**src/rtl/clk_drive_scheduler.sv**
```systemverilog
// Cycle-based drive scheduler: timed drive requests are released onto drv_d on their due edge,
// and the sampled DUT output comes back on cb_q after IN_SKEW cycles. Optional flush port: CLK_DRIVE_SCHEDULER_FLUSH_EN.
module clk_drive_scheduler #(
  parameter int WIDTH   = 8,
  parameter int DEPTH   = 4,
  parameter int DELAY_W = 4,
  parameter int IN_SKEW = 3
) (
  input  logic                         clk,
  input  logic                         rst,
  input  logic                         req_valid,
  output logic                         req_ready,
  input  logic [WIDTH-1:0]             req_data,
  input  logic [DELAY_W-1:0]           req_delay,
`ifdef CLK_DRIVE_SCHEDULER_FLUSH_EN
  input  logic                         flush,
`endif
  output logic [WIDTH-1:0]             drv_d,
  output logic                         drv_strobe,
  input  logic [WIDTH-1:0]             smp_q,
  output logic [WIDTH-1:0]             cb_q,
  output logic [$clog2(DEPTH+1)-1:0]   pend_count,
  output logic                         collision
);

  localparam int CNT_W = $clog2(DEPTH+1);

  // Handshake: a request transfers on an edge where req_valid && req_ready; the requester
  // holds req_valid and its payload stable until then. req_ready depends only on registered
  // state plus rst/flush, never on req_*.

  logic                  flush_i;
  logic [DEPTH-1:0]      slot_vld;
  logic [DELAY_W-1:0]    slot_cnt  [DEPTH];
  logic [WIDTH-1:0]      slot_data [DEPTH];
  logic [DEPTH-1:0]      older     [DEPTH];  // older[r][c]: slot r was accepted before slot c
  logic [CNT_W-1:0]      pend_cnt_r;
  logic [WIDTH-1:0]      skew_pipe [IN_SKEW+1];

  logic                  accept;
  logic                  acc_bypass;
  logic                  acc_slot;
  logic [DEPTH-1:0]      due;
  logic [DEPTH-1:0]      win;
  logic [DEPTH-1:0]      alloc;
  logic [CNT_W-1:0]      n_fired;
  logic [WIDTH-1:0]      win_data;
  logic                  multi_due;

`ifdef CLK_DRIVE_SCHEDULER_FLUSH_EN
  assign flush_i = flush;
`else
  assign flush_i = 1'b0;
`endif

  assign req_ready  = !rst && !flush_i && (pend_cnt_r < CNT_W'(DEPTH));
  assign accept     = req_valid && req_ready;
  assign acc_bypass = accept && (req_delay == '0);
  assign acc_slot   = accept && (req_delay != '0);
  assign pend_count = pend_cnt_r;
  assign cb_q       = skew_pipe[IN_SKEW];

  always_comb begin
    due     = '0;
    n_fired = '0;
    for (int i = 0; i < DEPTH; i++) begin
      due[i]  = slot_vld[i] && (slot_cnt[i] == DELAY_W'(1));
      n_fired = n_fired + CNT_W'(due[i]);
    end
  end

  // The winning slot is the due slot that no other due slot is younger than.
  always_comb begin
    win = '0;
    for (int i = 0; i < DEPTH; i++) begin
      win[i] = due[i];
      for (int j = 0; j < DEPTH; j++) begin
        if ((j != i) && due[j] && older[i][j]) win[i] = 1'b0;
      end
    end
  end

  always_comb begin
    win_data = '0;
    for (int i = 0; i < DEPTH; i++) begin
      if (win[i]) win_data = slot_data[i];
    end
  end

  always_comb begin : lowest_free
    logic found;
    found = 1'b0;
    alloc = '0;
    for (int i = 0; i < DEPTH; i++) begin
      if (!slot_vld[i] && !found) begin
        alloc[i] = 1'b1;
        found    = 1'b1;
      end
    end
  end

  assign multi_due = (n_fired > CNT_W'(1));

  always_ff @(posedge clk) begin
    if (rst) begin
      slot_vld   <= '0;
      pend_cnt_r <= '0;
      drv_d      <= '0;
      drv_strobe <= 1'b0;
      collision  <= 1'b0;
    end else begin
      drv_strobe <= 1'b0;
      collision  <= 1'b0;
      if (flush_i) begin
        slot_vld   <= '0;
        pend_cnt_r <= '0;
      end else begin
        if (acc_bypass) begin
          drv_d      <= req_data;
          drv_strobe <= 1'b1;
          collision  <= |due;
        end else if (|due) begin
          drv_d      <= win_data;
          drv_strobe <= 1'b1;
          collision  <= multi_due;
        end
        pend_cnt_r <= pend_cnt_r + CNT_W'(acc_slot) - n_fired;
        for (int i = 0; i < DEPTH; i++) begin
          if (due[i]) begin
            slot_vld[i] <= 1'b0;
          end else if (slot_vld[i]) begin
            slot_cnt[i] <= slot_cnt[i] - DELAY_W'(1);
          end
          if (acc_slot && alloc[i]) begin
            slot_vld[i]  <= 1'b1;
            slot_cnt[i]  <= req_delay;
            slot_data[i] <= req_data;
          end
        end
      end
    end
  end

  // A newly allocated slot becomes younger than every other slot.
  always_ff @(posedge clk) begin
    if (acc_slot) begin
      for (int r = 0; r < DEPTH; r++) begin
        for (int c = 0; c < DEPTH; c++) begin
          if (alloc[c] && (r != c)) older[r][c] <= 1'b1;
          else if (alloc[r])        older[r][c] <= 1'b0;
        end
      end
    end
  end

  always_ff @(posedge clk) begin
    if (rst) begin
      for (int k = 0; k <= IN_SKEW; k++) skew_pipe[k] <= '0;
    end else begin
      skew_pipe[0] <= smp_q;
      for (int k = 1; k <= IN_SKEW; k++) skew_pipe[k] <= skew_pipe[k-1];
    end
  end

endmodule

```
**config.mk**
```make
export PLATFORM = sky130hd
export DESIGN_NAME = clk_drive_scheduler
export DESIGN_NICKNAME = d
export VERILOG_FILES = /design/src/rtl/clk_drive_scheduler.sv
export SDC_FILE = /design/constraint.sdc
export NUM_CORES = 1
export LEC_CHECK = 0
export ABC_AREA = 1
export BUFFER_PORTS_ARGS = -buffer_cell sky130_fd_sc_hd__buf_2
export CELL_PAD_IN_SITES_DETAIL_PLACEMENT = 2
export CELL_PAD_IN_SITES_GLOBAL_PLACEMENT = 2
export CORE_UTILIZATION = 40
export CTS_CLUSTER_SIZE = 24
export DETAILED_ROUTE_END_ITERATION = 10
export GPL_ROUTABILITY_DRIVEN = 0
export PLACE_DENSITY = 0.92
export REMOVE_ABC_BUFFERS = 1
export SYNTH_ARGS = -nofsm -noshare
export SYNTH_HDL_FRONTEND = slang
export SYNTH_SLANG_ARGS = --single-unit
```
**constraint.sdc**
```tcl
create_clock -name clk -period 7.8 [get_ports clk]
set_input_delay 1.17 -clock clk [delete_from_list [all_inputs] [get_ports clk]]
set_output_delay 1.17 -clock clk [all_outputs]
set_load 0.02 [all_outputs]
```
# Word-level counts from Yosys, hierarchy flattened
# Memories as Yosys holds them, arrays and structs flattened.
# Index checks and enable logic that the tools add are counted.
[classes] n_addsub=9 n_lt_le_gt_ge=2 eq_ne=4 mux=143 n_bitwise=20 reduce_logical=44
[ops] op="1-bit 2-to-1 mux" n=123
[ops] op="8-bit 2-to-1 mux" n=13
[ops] op="1-bit logical AND" n=27
[ops] op="8-bit OR reduction" n=3
[ops] op="1-bit OR" n=20
[ops] op="4-bit by 1-bit == test with 1-bit output (second input constant)" n=4
[ops] op="4-bit 2-to-1 mux" n=4
[ops] op="4-bit by 1-bit subtractor with 4-bit output (second input constant)" n=4
[ops] op="2-bit nonzero test" n=5
[ops] op="3-bit by 1-bit adder with 3-bit output" n=2
[ops] op="1-bit logical NOT" n=6
[ops] op="2-bit 2-to-1 mux" n=3
[ops] op="4-bit logical NOT" n=1
[ops] op="4-bit nonzero test" n=1
[ops] op="4-bit OR reduction" n=1
[ops] op="2-bit by 1-bit adder with 3-bit output" n=1
[ops] op="3-bit by 1-bit > comparator with 1-bit output (second input constant)" n=1
[ops] op="3-bit < comparator (second input constant)" n=1
[ops] op="3-bit subtractor" n=1
[ops] op="1-bit by 1-bit adder with 2-bit output" n=1
[word_totals] reg_bits=17 mem_bits_rw=96 in_bits=23 out_inout_bits=22 elab_cells=234 mem_count=4
[memory_table] memory="skew_pipe" depth=4 width=8 rd=4 rd_ports_with_merged_regs=0 wr=4 line_no="38" source="logic [WIDTH-1:0] skew_pipe [IN_SKEW+1];"
[memory_table] memory="slot_data" depth=4 width=8 rd=4 rd_ports_with_merged_regs=0 wr=1 line_no="35" source="logic [WIDTH-1:0] slot_data [DEPTH];"
[memory_table] memory="older" depth=4 width=4 rd=4 rd_ports_with_merged_regs=0 wr=4 line_no="36" source="logic [DEPTH-1:0] older [DEPTH];"
[memory_table] memory="slot_cnt" depth=4 width=4 rd=4 rd_ports_with_merged_regs=0 wr=4 line_no="34" source="logic [DELAY_W-1:0] slot_cnt [DEPTH];"

# Logic depth before layout (Yosys ltp)
[depth] depth_word=15 depth_mapped=18 ltp_nobuf=18

# Worst setup path after synthesis
# No wires, ideal clock.
[synth_timing] kind="register -> register" from="memory slot_cnt[1][1]" to="register pend_cnt_r[2], in the netlist pend_count[2]" arrival_ns=3.006 required_ns=7.672 setup_slack_ns=4.667 path_stages_with_launch=19 path_buffers=0 cell_sequence="edfxtp_1 -> inv_1 -> ha_1 -> inv_1 -> nor2_1 -> and2_2 -> inv_1 -> fa_1 -> inv_1 -> ha_1 -> inv_1 -> ha_1 -> inv_1 -> ha_1 -> inv_1 -> fa_1 -> xnor2_1 -> xnor2_1 -> nor2_1"
[synth_rtl] element="from (decl)" line_no="34"
[synth_rtl] element="to (signal assigned)" line_no="127" source="pend_cnt_r <= pend_cnt_r + CNT_W'(acc_slot) - n_fired;"
[synth_rtl] element="to (decl)" line_no="37" source="logic [CNT_W-1:0] pend_cnt_r;"

==> impl_results.md <==
* Vias/cell at 5.17
* TritonRoute pass-1 iters at 4
* Worst-Margin Slew at 1250 ps
* CTS resizes at 0
* Die area at between 10,000 and 15,000 um2
* Hold EP: skew_pipe[0][18]
* Post-synth cell types at 29
* Total Wirelength at around 13 mm
* Critical Path RT at 8020 ps
* Max VDD drop at 0.000137 V
* Dominant cells by area after synthesis: edfxtp_1 38%, dfxtp_1 21%, nand2_1 6.4%
* Antenna-violating nets left at 0
* Total gr overflow at 0
* I/O Buffers at 44
* Final TNS setup at 0 ps
* DRT iter0 DRCs at 149
* Top_reg_cell synth: edfxtp_1
* Area of the multi-input gates at roughly 1500 um2
* GRT Total Usage at 0.234
* Clk root buf: clkbuf_16
* RSZ-0062 raised after global routing: no
* Gate Count Post-Synth at between 400 and 500
* Clock skew at slightly above 10 ps
* Detailed placement HPWL at 9.19 mm
* Area leader, netlist: edfxtp_1
* Pin count of the biggest net entering global routing at 55
* Sequential share of the synthesized area at 0.593
* # Max-Cap Violations at 0
* Crit path launch type: register
* Vias in the first global route at 3,726
* First-pass GRT wire length at about 20 mm
* Antenna violations before repair at 0
* Nets@finish at 552
* GR peak layer: met2
* Post-Place Worst Slack at 3860 ps
* Area Overhead vs Synth at 13.3%
* CTS tree: done
* Post-synth EDFFs at 59
* Share of layout cells above drive strength 1 at 0.176
* Cell Pwr Density at ~240 nW/um2
* Hold Startpoint: skew_pipe[0][10]
* Pleak at 2.20 nW
* Final hold slack at 410 ps
* Total number of vias at 3,412
* Die height at 110 um
* Status: finished, final reports clean
* R2R Path End: pend_count[2]
* Critical Path Sink Type: register
* Quantity of hold-fixing buffers added after cts at 0
* Post-route DRC violation count at 0
* R2R depth at 17
* CTS Sinks at between 100 and 150
* Period minus WS final at 3640 ps
* Starting Density at 0.409
* Post-Syn Area at about 4700 um2
* ANT cells at 0
* Top-area cell type share of the netlist area at 0.379
* Setup repair bufs after CTS at 0
* YS warnings at 0
* Hold depth at 2
* Met2 Use GR at 0.421
* Max Root-Sink Buffers at 2
* Endpoints failing setup at 0
* Clk_lat worst skew at 360 ps
* Register area at 2770 um2
* Setup slack after layout at 4160 ps
* Fmax at 274 MHz
* Fin. Hold Viols at 0
* Worst reg-to-reg setup slack at 4160 ps
* Worst slew margin at 0.161
* Final worst-path cycle share at 0.467
* Utilization after layout at 0.464
* WL/cell at ~20 um
* Number of synthesized register bits at 109
* I/O pin count at 45
* Core Rows at 39
* Syn_area_per_cell at 9.86 um2
* Fin. max-slew vios at 0
* Clock slew at reported path FFs at 80 ps
* Critical path fanouts, max at 5
* Die W at 110 um
* Layout fillers at 1,240
* Crit path DAT at 3870 ps
* Clock buffer count from CTS at 9
* Post-synth ARST share at 0
* CORE AREA at 11,400 um2
* Critical path type: register to register
* M3 GR Usage at 0.0370
* # H-tree levels at 3
* Worst R2R Start: slot_cnt[0][1]
* Met1 usage at 0.266
* Hold Crit Class: register to register
## cell usage in the layout, fill, tap and decap left out, types with 7 or more instances in the layout
cell type  count
edfxtp_1      59
clkbuf_16     11
o21ai_0       18
inv_2          7
nor2_1        58
nor3_1        20
nand2_1       80
inv_1         62
dfxtp_1       50
ha_1          15
nand3_1       10
o31ai_1        8
a21oi_1       24
xnor2_1       11
buf_2         44
## per-layer routing
layer	up-vias	wire (um)
li1	1598	-
met3	24	319
met4	0	387
met5	-	0
met1	1734	5280
met2	56	6920
## state kept, by name (all words and copies together) (netlist names)
| register | cells |
|---|---|
| collision | 1 |
| skew_pipe | 32 |
| pend_count | 3 |
| slot_data | 32 |
| drv_d | 8 |
| drv_strobe | 1 |
| older | 12 |
| slot_vld | 4 |
| slot_cnt | 16 |
## through the flow
stage                     instance area (um2)  std cells  power, W
after detailed placement                 4980        644  0.000813
after global placement                   4980        644  0.000797
final                                    5290        660   0.00128
after floorplan                          4550        454  0.000754
after CTS                                5290        660   0.00129
after global routing                     5290        660   0.00133
## cell usage after synthesis, types with 6 or more instances
library cell and number:
nand2_1 80, inv_1 62, edfxtp_1 59, nor2_1 58, dfxtp_1 50, a21oi_1 24
nor3_1 22, o21ai_0 18, ha_1 15, xnor2_1 11, nand3_1 10, buf_4 8
o31ai_1 8, inv_2 7, nand4_1 6, nor2_2 6
## kinds of logic after synthesis
logic type               after synthesis  share of synthesized area
AO/OA/AOI/OAI                         50                     0.0578
XOR/XNOR                              11                     0.0206
buffers and inverters                 89                     0.0825
flip-flops                           109                      0.593
AND/OR/NAND/NOR                      198                      0.197
adder cells (fa/ha/maj)               17                     0.0487
## final cells by class
type,instances,area share
clock buffer,13,0.0553
clock inverter,3,0.00402
inverter,69,0.0489
multi-input combinational,276,0.288
sequential,109,0.524
tap,143,0.0338
timing repair buffer,47,0.0459
## worst max-delay path by stage
stage | start | end | slack, ps
2_1_floorplan | rst | slot_cnt[1][0] | 4410
3_3_place_gp | rst | slot_cnt[1][1] | 4170
3_5_place_dp | rst | slot_cnt[2][0] | 3860
4_1_cts | slot_cnt[0][1] | pend_count[2] | 4070
5_1_grt | slot_cnt[1][1] | pend_count[2] | 3820
6_report | slot_cnt[0][1] | pend_count[2] | 4160
## report_power, final
group | total (W) | switching [W] | internal [W]
Clock | 0.000483 | 0.000217 | 0.000266
Sequential | 0.000665 | 0.0000220 | 0.000643
Combinational | 0.000134 | 0.0000904 | 0.0000435
## critical path: stages, from the launching register on
cell	delay (ps)
edfxtp_1	390
inv_1	100
ha_1	190
nand2_2	90
nor3_4	310
inv_1	150
fa_1	490
inv_1	80
ha_1	200
inv_1	60
ha_1	270
inv_1	40
ha_1	270
inv_1	50
fa_1	430
xnor2_1	180
xnor2_1	140
nor2_1	60
No activity file was read; power rests on OpenSTA's default activity.
